`src/rtl/bcd_score_counter_pkg.sv`:
```
// Shared constants for the BCD score counter: digit/segment widths and the
// active-low 7-segment code table.
package bcd_score_counter_pkg;

  localparam int BCD_W = 4;
  localparam int SEG_W = 7;

  localparam logic [SEG_W-1:0] SEG_BLANK = 7'b1111111;

  // Active-low segment codes for digits 0..9.
  localparam logic [SEG_W-1:0] SEG_TABLE [10] = '{
    7'b1000000, 7'b1111001, 7'b0100100, 7'b0110000, 7'b0011001,
    7'b0010010, 7'b0000010, 7'b1111000, 7'b0000000, 7'b0011000
  };

  // Non-BCD codes cannot occur in the score, but map them to blank anyway.
  function automatic logic [SEG_W-1:0] seg_encode(input logic [BCD_W-1:0] d);
    if (d < 4'd10) return SEG_TABLE[d];
    return SEG_BLANK;
  endfunction

endpackage

```
`src/rtl/bcd_score_counter_bcd_digit_add.sv`:
```
// Single-digit BCD adder: a + b + cin, result corrected back into 0..9.
module bcd_digit_add
  import bcd_score_counter_pkg::*;
(
  input  logic [BCD_W-1:0] a,
  input  logic [BCD_W-1:0] b,
  input  logic             cin,
  output logic [BCD_W-1:0] sum,
  output logic             cout
);

  logic [BCD_W:0] raw;

  // Binary add, then subtract ten and carry when the digit overflows.
  always_comb begin
    raw = {1'b0, a} + {1'b0, b} + {{BCD_W{1'b0}}, cin};
    if (raw > 5'd9) begin
      sum  = BCD_W'(raw - 5'd10);
      cout = 1'b1;
    end else begin
      sum  = raw[BCD_W-1:0];
      cout = 1'b0;
    end
  end

endmodule

```
`src/rtl/bcd_score_counter.sv`:
```
// BCD score counter: counts rising edges of hit, adds points (clamped to 9)
// through a ripple of BCD digit adders, tracks the high score and drives
// active-low 7-segment patterns with optional leading-zero blanking.
module bcd_score_counter
  import bcd_score_counter_pkg::*;
#(
  parameter int DIGITS     = 4,
  parameter int WRAP       = 1,
  parameter int BLANK_LEAD = 1
) (
  input  logic                    clk,
  input  logic                    reset_n,
  input  logic                    hit,
  input  logic [3:0]              points,
  input  logic                    clear,
  output logic [BCD_W*DIGITS-1:0] score_bcd,
  output logic [BCD_W*DIGITS-1:0] high_bcd,
  output logic [SEG_W*DIGITS-1:0] hex,
  output logic                    overflow,
  output logic                    new_high
);

  localparam int W = BCD_W * DIGITS;
  localparam logic [W-1:0] ALL_NINES = {DIGITS{4'h9}};

  logic           hit_d_q, hit_d_d;
  logic [W-1:0]   score_q, score_d;
  logic [W-1:0]   high_q, high_d;
  logic           overflow_q, overflow_d;
  logic           new_high_q, new_high_d;

  logic [BCD_W-1:0] pts;
  logic [W-1:0]     sum;
  logic [DIGITS:0]  carry;
  logic             evt;
  logic             lead;
  logic [BCD_W-1:0] dig;

  // Clamp non-BCD point values to 9.
  always_comb pts = (points > 4'd9) ? 4'd9 : points;

  assign carry[0] = 1'b0;

  genvar gi;
  generate
    for (gi = 0; gi < DIGITS; gi++) begin : g_digit
      bcd_digit_add u_add (
        .a    (score_q[gi*BCD_W +: BCD_W]),
        .b    ((gi == 0) ? pts : 4'd0),
        .cin  (carry[gi]),
        .sum  (sum[gi*BCD_W +: BCD_W]),
        .cout (carry[gi+1])
      );
    end
  endgenerate

  // Next-state: edge detect, score update with wrap/saturate, high-score tracking.
  always_comb begin
    evt        = hit & ~hit_d_q;
    hit_d_d    = hit;
    score_d    = score_q;
    overflow_d = 1'b0;
    if (clear) begin
      score_d = '0;
    end else if (evt && (pts != 4'd0)) begin
      if (carry[DIGITS]) begin
        overflow_d = 1'b1;
        score_d    = (WRAP != 0) ? sum : ALL_NINES;
      end else begin
        score_d = sum;
      end
    end
    // Digits are ordered MSB-first, so a plain unsigned compare orders BCD values.
    new_high_d = (score_q > high_q);
    high_d     = new_high_d ? score_q : high_q;
  end

  // State registers; hit_d resets high so a hit held through reset is ignored.
  always_ff @(posedge clk) begin
    if (!reset_n) begin
      hit_d_q    <= 1'b1;
      score_q    <= '0;
      high_q     <= '0;
      overflow_q <= 1'b0;
      new_high_q <= 1'b0;
    end else begin
      hit_d_q    <= hit_d_d;
      score_q    <= score_d;
      high_q     <= high_d;
      overflow_q <= overflow_d;
      new_high_q <= new_high_d;
    end
  end

  // Segment decode from the registered score, blanking zeros above the top nonzero digit.
  always_comb begin
    hex  = '0;
    lead = 1'b1;
    dig  = '0;
    for (int i = DIGITS - 1; i >= 0; i--) begin
      dig = score_q[i*BCD_W +: BCD_W];
      if (dig != 4'd0) lead = 1'b0;
      if ((BLANK_LEAD != 0) && lead && (i != 0)) hex[i*SEG_W +: SEG_W] = SEG_BLANK;
      else                                        hex[i*SEG_W +: SEG_W] = seg_encode(dig);
    end
  end

  assign score_bcd = score_q;
  assign high_bcd  = high_q;
  assign overflow  = overflow_q;
  assign new_high  = new_high_q;

endmodule

```
`config.mk`:
```
export PLATFORM = sky130hd
export DESIGN_NAME = bcd_score_counter
export DESIGN_NICKNAME = d
export VERILOG_FILES = /design/src/rtl/bcd_score_counter_pkg.sv /design/src/rtl/bcd_score_counter_bcd_digit_add.sv /design/src/rtl/bcd_score_counter.sv
export SDC_FILE = /design/constraint.sdc
export NUM_CORES = 1
export LEC_CHECK = 0
export CAP_MARGIN = 20
export CORE_ASPECT_RATIO = 0.75
export CORE_MARGIN = 2
export CORE_UTILIZATION = 56
export DETAILED_ROUTE_END_ITERATION = 7
export PLACE_DENSITY_LB_ADDON = 0.05
export SETUP_SLACK_MARGIN = 0.4
export SLEW_MARGIN = 15
export SYNTH_ARGS = -nofsm -noshare
export SYNTH_HDL_FRONTEND = slang
export SYNTH_SLANG_ARGS = --single-unit
```
`constraint.sdc`:
```
create_clock -name clk -period 14.4 [get_ports clk]
set_input_delay 3.6 -clock clk [delete_from_list [all_inputs] [get_ports clk]]
set_output_delay 3.6 -clock clk [all_outputs]
set_load 0.1 [all_outputs]
```
==> results.cfg, run 1 <==
[run_status]
status = finished, final reports clean

[yosys]
synth_ff_type = dfxtp_1
synth_edf_count = 0
syn_avg_cell_area_um2 = 7.58
ys_types = 50
yosysWarningCount = 0
synth_fp_nets = 490
syn_inst = 429
yosysSeqAreaShare = 0.215
syn-cell-area_um2 = 3250
synth_seq_cells = 35
synth-async-reset-ratio = 0

[detailed_routing]
drt_wl_total_mm = 8.04
drtIter0Drc = 270
met2WireLength_mm = 3.59
via_count = 3168
drc_errors = 0
wl_per_cell_um = 14.3
drtPass1Iterations = 5
highest-signal-layer = met4
wl_met3_um = 511
wl_met1_mm = 3.77
antenna_left = 0
viasPerCell = 5.64

[placed_design]
dp_hpwl_mm = 5.93
io_buffers = 69
gp_congestion = 0.830

[grt]
grt_overflow = 0
grt_pass1_wl_mm = 13.9
antenna_found_initial = 0
first_global_vias = 3015
grt_max_degree = 36
grt_usage = 0.263

[pwr]
peakVddDrop_mv = 0.0413
switching_share = 0.398
p_sw_mw = 0.104
total_power_mw = 0.262
p_seq_frac = 0.386
p_int_mw = 0.157
p_per_area_nw_per_um2 = 65.0
p_clk_frac = 0.265
p_leak_nw = 1.64
pwr-share-comb = 0.349

[flow_run]
max-cap-violations = 0

[worst_setup_path]
cp_common_cell = ha_1
slowest_stage = clkdlybuf4s50_1
max_stage_delay_ns = 0.53
crit_type = in2reg
worstPathRequired_ns = 14.58
setup.worst_path.end_class = register
r2r.worst_path.cells = 31
cp-start-kind = input pin
path_max_fanout = 5
arrival_ns = 10.93

[floorplanning]
die_w_um = 92.0
row_count = 24
dieHeight_um = 70.0
start_util = 0.570
core-area_um2 = 5710
die_area_um2 = 6440
pin_count = 70

[sta]
fin_tns_setup_ns = 0
maxSlewViolCount = 0
tightest_slew_ns = 0.984
setup_viol = 0
timing.slew.headroom = 0.342
worst_clock_skew_ns = 0.00614
final_hold_viol_count = 0
fin_crit_sh = 0.746
fmax_mhz = 93.1
post-route-min-period_ns = 10.74
rsz0062_at_grt = false

[clock_network]
cts_setup_buffers = 0
clock_latency_ns = 0.29
root_buffer = clkbuf_8
post_cts_resized = 0
cts-buffers-inserted = 5
clockBufferDepth = 2
tritoncts = built
cts_sinks = 35
path_clk_slew_ns = 0.07
postCtsHoldBufs = 0
h-tree-depth = 2

[cells_and_area]
syn2layout_area_growth_pct = 23.7
final_util = 0.705
drive_above_1_share = 0.0310
num_antenna_cells = 0
fin_nets = 544

[worst_hold_path]
worstHoldPathType = reg2reg
hold_depth = 2
==> Yosys cell counts (3+ instances only) <==
master	count	area, µm²
clkbuf_1	16	60.1
a21o_1	3	22.5
buf_2	4	20.0
a211oi_1	4	30.0
nand2_1	70	263
o21a_1	5	37.5
nand3_1	9	45.0
nor2_1	25	93.8
nand2b_1	8	50.1
nand4_1	5	31.3
o21ai_0	24	120
xnor2_1	9	78.8
mux2i_1	20	200
dfxtp_1	35	701
a21oi_1	34	170
o22a_1	5	43.8
inv_1	35	131
o211ai_1	6	45.0
nor2b_1	6	37.5
ha_1	52	651
a31oi_1	4	25.0
nor3_1	12	60.1
==> worst max-delay path, delay by kind of cell <==
| family | cells | cell delay (ns) |
|---|---|---|
| AOI/OAI and AO/OA | 10 | 2.02 |
| buffers and inverters | 5 | 0.87 |
| xor gates and xnor gates | 4 | 1.04 |
| adders and majority gates | 12 | 2.99 |
| and+or+nand+nor | 4 | 0.41 |
==> state kept, by name (all words and copies together), names as in the netlist <==
register and count:
score_bcd 16, hit_d_q 1, high_bcd 16, new_high 1, overflow 1
==> path summary, 6_finish.rpt <==
kind	start	endpoint	slack, ns
hold reg to reg	high_bcd[7]	high_bcd[7]	0.47
setup reg to reg	score_bcd[1]	score_bcd[15]	7.04
setup / recovery	points[3]	score_bcd[15]	3.66
hold / removal	high_bcd[7]	high_bcd[7]	0.47
==> logic make-up (layout without fill, tap and decap cells) <==
| group | count (synthesis) | count (layout) | synth area share |
|---|---|---|---|
| buf+inv | 58 | 113 | 0.0735 |
| simple gates | 152 | 152 | 0.221 |
| fa+ha+maj | 53 | 53 | 0.206 |
| flops | 35 | 35 | 0.215 |
| compound gates | 99 | 99 | 0.189 |
| xor+xnor | 11 | 11 | 0.0296 |
| mux | 21 | 21 | 0.0650 |
==> metrics by stage <==
stage               cell area (µm²)  hold WS [ns]  cells  setup slack [ns]
floorplan                      3250         0.744    429              4.95
global placement               3940         0.459    554              4.00
detailed placement             3940         0.470    554              3.55
CTS                            4030         0.480    562              3.74
global route                   4030         0.506    562              2.97
finish                         4030         0.475    562              3.66
==> routing by layer <==
layer / vias up / global-route usage
met2: 105 / 0.416
met5: - / 0
met3: 19 / 0.0421
li1: 1585 / -
met4: 0 / 0.0896
met1: 1459 / 0.365
==> layout by cell type, fill, tap and decap left out, drive strengths merged, types with 2 or more instances in the layout <==
master	n
and2	2
nor2	25
nand2b	8
o211a	2
o221ai	2
xnor2	9
nor2b	6
o211ai	6
nor3	12
xor2	2
o21a	5
a21o	3
inv	35
nand2	71
a211oi	4
clkinv	3
or4	2
a21oi	34
ha	52
dfxtp	35
o22a	5
clkdlybuf4s50	69
and3	2
clkbuf	5
a31oi	4
nand4	6
nand3b	2
o21ai	24
mux2i	20
nand3	9
o22ai	2
a21boi	3
and3b	2
==> layout make-up <==
type / instances / area, µm²
multi-input cells: 336 / 2310
fillers: 490 / 1680
flip-flops and latches: 35 / 701
repair buffers: 70 / 698
inverters: 35 / 131
well taps: 78 / 97.6
clock buffers: 5 / 68.8
clock inverters: 3 / 15.0
==> power groups by stage <==
stage | Combinational [mW] | Clock, mW | Sequential [mW]
global placement | 0.0902 | 0 | 0.103
floorplan | 0.0662 | 0 | 0.111
CTS | 0.0915 | 0.0712 | 0.101
global route | 0.0963 | 0.0751 | 0.101
detailed placement | 0.0912 | 0 | 0.103
finish | 0.0913 | 0.0694 | 0.101
(Power assumes the default switching activity.)
==> run 2: changes to the inputs <==
- CORE_UTILIZATION: 56 -> 52
- clock period: 14.4 -> 11 ns (I/O delays scaled with it)
==> results.cfg, run 2 (synthesized netlist as in run 1, its figures left out) <==
[pwr]
peakVddDrop_mv = 0.0681
p_clk_frac = 0.278
p_per_area_nw_per_um2 = 86.4
p_leak_nw = 1.64
p_sw_mw = 0.136
p_int_mw = 0.212
switching_share = 0.390
pwr-share-comb = 0.341
p_seq_frac = 0.381

[worst_setup_path]
r2r.worst_path.cells = 31
setup.worst_path.end_class = register
slowest_stage = clkdlybuf4s50_1
arrival_ns = 9.95
path_max_fanout = 5
cp-start-kind = input pin
worstPathRequired_ns = 11.18
crit_type = in2reg
max_stage_delay_ns = 0.54
cp_common_cell = ha_1

[grt]
first_global_vias = 2935
grt_max_degree = 36
grt_overflow = 0
grt_pass1_wl_mm = 13.4
grt_usage = 0.240
antenna_found_initial = 0

[cells_and_area]
final_util = 0.679
layout_commonest_cell = nand2_1
num_antenna_cells = 0
syn2layout_area_growth_pct = 23.5
fillers = 492
seq_area_um2 = 701
fin_nets = 543
drive_above_1_share = 0.0290
layout_common_cells = 70 x nand2_1, 68 x clkdlybuf4s50_1, 52 x ha_1
design_area_um2 = 4020
multi_input_area_um2 = 2310

[sta]
setup_viol = 0
fin_crit_sh = 0.888
fin_tns_setup_ns = 0
post-route-min-period_ns = 9.77
fmax_mhz = 102
final_hold_viol_count = 0
rsz0062_at_grt = false
timing.slew.headroom = 0.337
maxSlewViolCount = 0
tightest_slew_ns = 0.992
worst_clock_skew_ns = 0.00857

[clock_network]
tritoncts = built
h-tree-depth = 2
cts-buffers-inserted = 5
clock_latency_ns = 0.29
clockBufferDepth = 2
post_cts_resized = 0
path_clk_slew_ns = 0.08
root_buffer = clkbuf_8
cts_setup_buffers = 0
cts_sinks = 35
postCtsHoldBufs = 0

[floorplanning]
die_w_um = 95.3
dieHeight_um = 72.5
die_area_um2 = 6910
start_util = 0.550
row_count = 24
pin_count = 70
core-area_um2 = 5920

[worst_hold_path]
worstHoldPathType = reg2reg
hold_depth = 2

[detailed_routing]
viasPerCell = 5.61
drt_wl_total_mm = 7.99
antenna_left = 0
drc_errors = 0
drtIter0Drc = 124
via_count = 3143
drtPass1Iterations = 4
wl_per_cell_um = 14.3

[placed_design]
dp_hpwl_mm = 5.96
io_buffers = 69
gp_congestion = 0.896
placed_cell_area_um2 = 3930

[flow_run]
max-cap-violations = 0

[run_status]
status = finished, final reports clean
[run 2: final timing paths]
kind	startpoint	to	slack (ns)
min reg2reg	high_bcd[8]	high_bcd[8]	0.48
min	high_bcd[8]	high_bcd[8]	0.48
max reg2reg	score_bcd[1]	score_bcd[15]	3.72
max	points[3]	score_bcd[15]	1.23
[run 2: layout make-up]
cell class | count | area share
Clock inverter | 1 | 0.00125
Clock buffer | 6 | 0.0206
Multi-Input combinational cell | 336 | 0.576
Timing Repair Buffer | 69 | 0.171
Sequential cell | 35 | 0.174
Inverter | 35 | 0.0327
Tap cell | 78 | 0.0243
[run 2: power groups by stage]
stage                     sequential [mW]  clock [mW]  combinational, mW
after floorplan                     0.146           0             0.0867
after global placement              0.135           0              0.118
after detailed placement            0.135           0              0.119
after CTS                           0.132      0.0975              0.119
after global routing                0.133       0.103              0.125
final                               0.132      0.0964              0.118
[run 2: per-stage QoR]
stage / hold WS (ns) / total power [mW] / setup WS, ns / std cells
after global placement: 0.460 / 0.253 / 1.43 / 553
final: 0.483 / 0.347 / 1.23 / 560
after floorplan: 0.744 / 0.232 / 2.40 / 429
after detailed placement: 0.473 / 0.254 / 1.02 / 553
after global routing: 0.511 / 0.361 / 0.566 / 560
after CTS: 0.484 / 0.349 / 1.30 / 560
[run 2: per-layer routing]
layer  part of all wire  vias up  global-route usage
li1                   -     1588                   -
met3              0.055        4              0.0384
met4             0.0041        0              0.0338
met2               0.46       87               0.410
met5                  0        -                   0
met1               0.48     1464               0.328
[run 2: worst max-delay path, delay by kind of cell]
family	cells	cell delay [ns]
buf+inv	5	0.86
xor+xnor	4	1.04
compound gates	10	1.98
fa+ha+maj	12	2.92
simple gates	4	0.38
==> run 3: changes to the inputs <==
- TNS_END_PERCENT: not set -> 50
==> results of run 3 <==
Same layout as run 2: the final DEF is identical, and so are final timing and power.
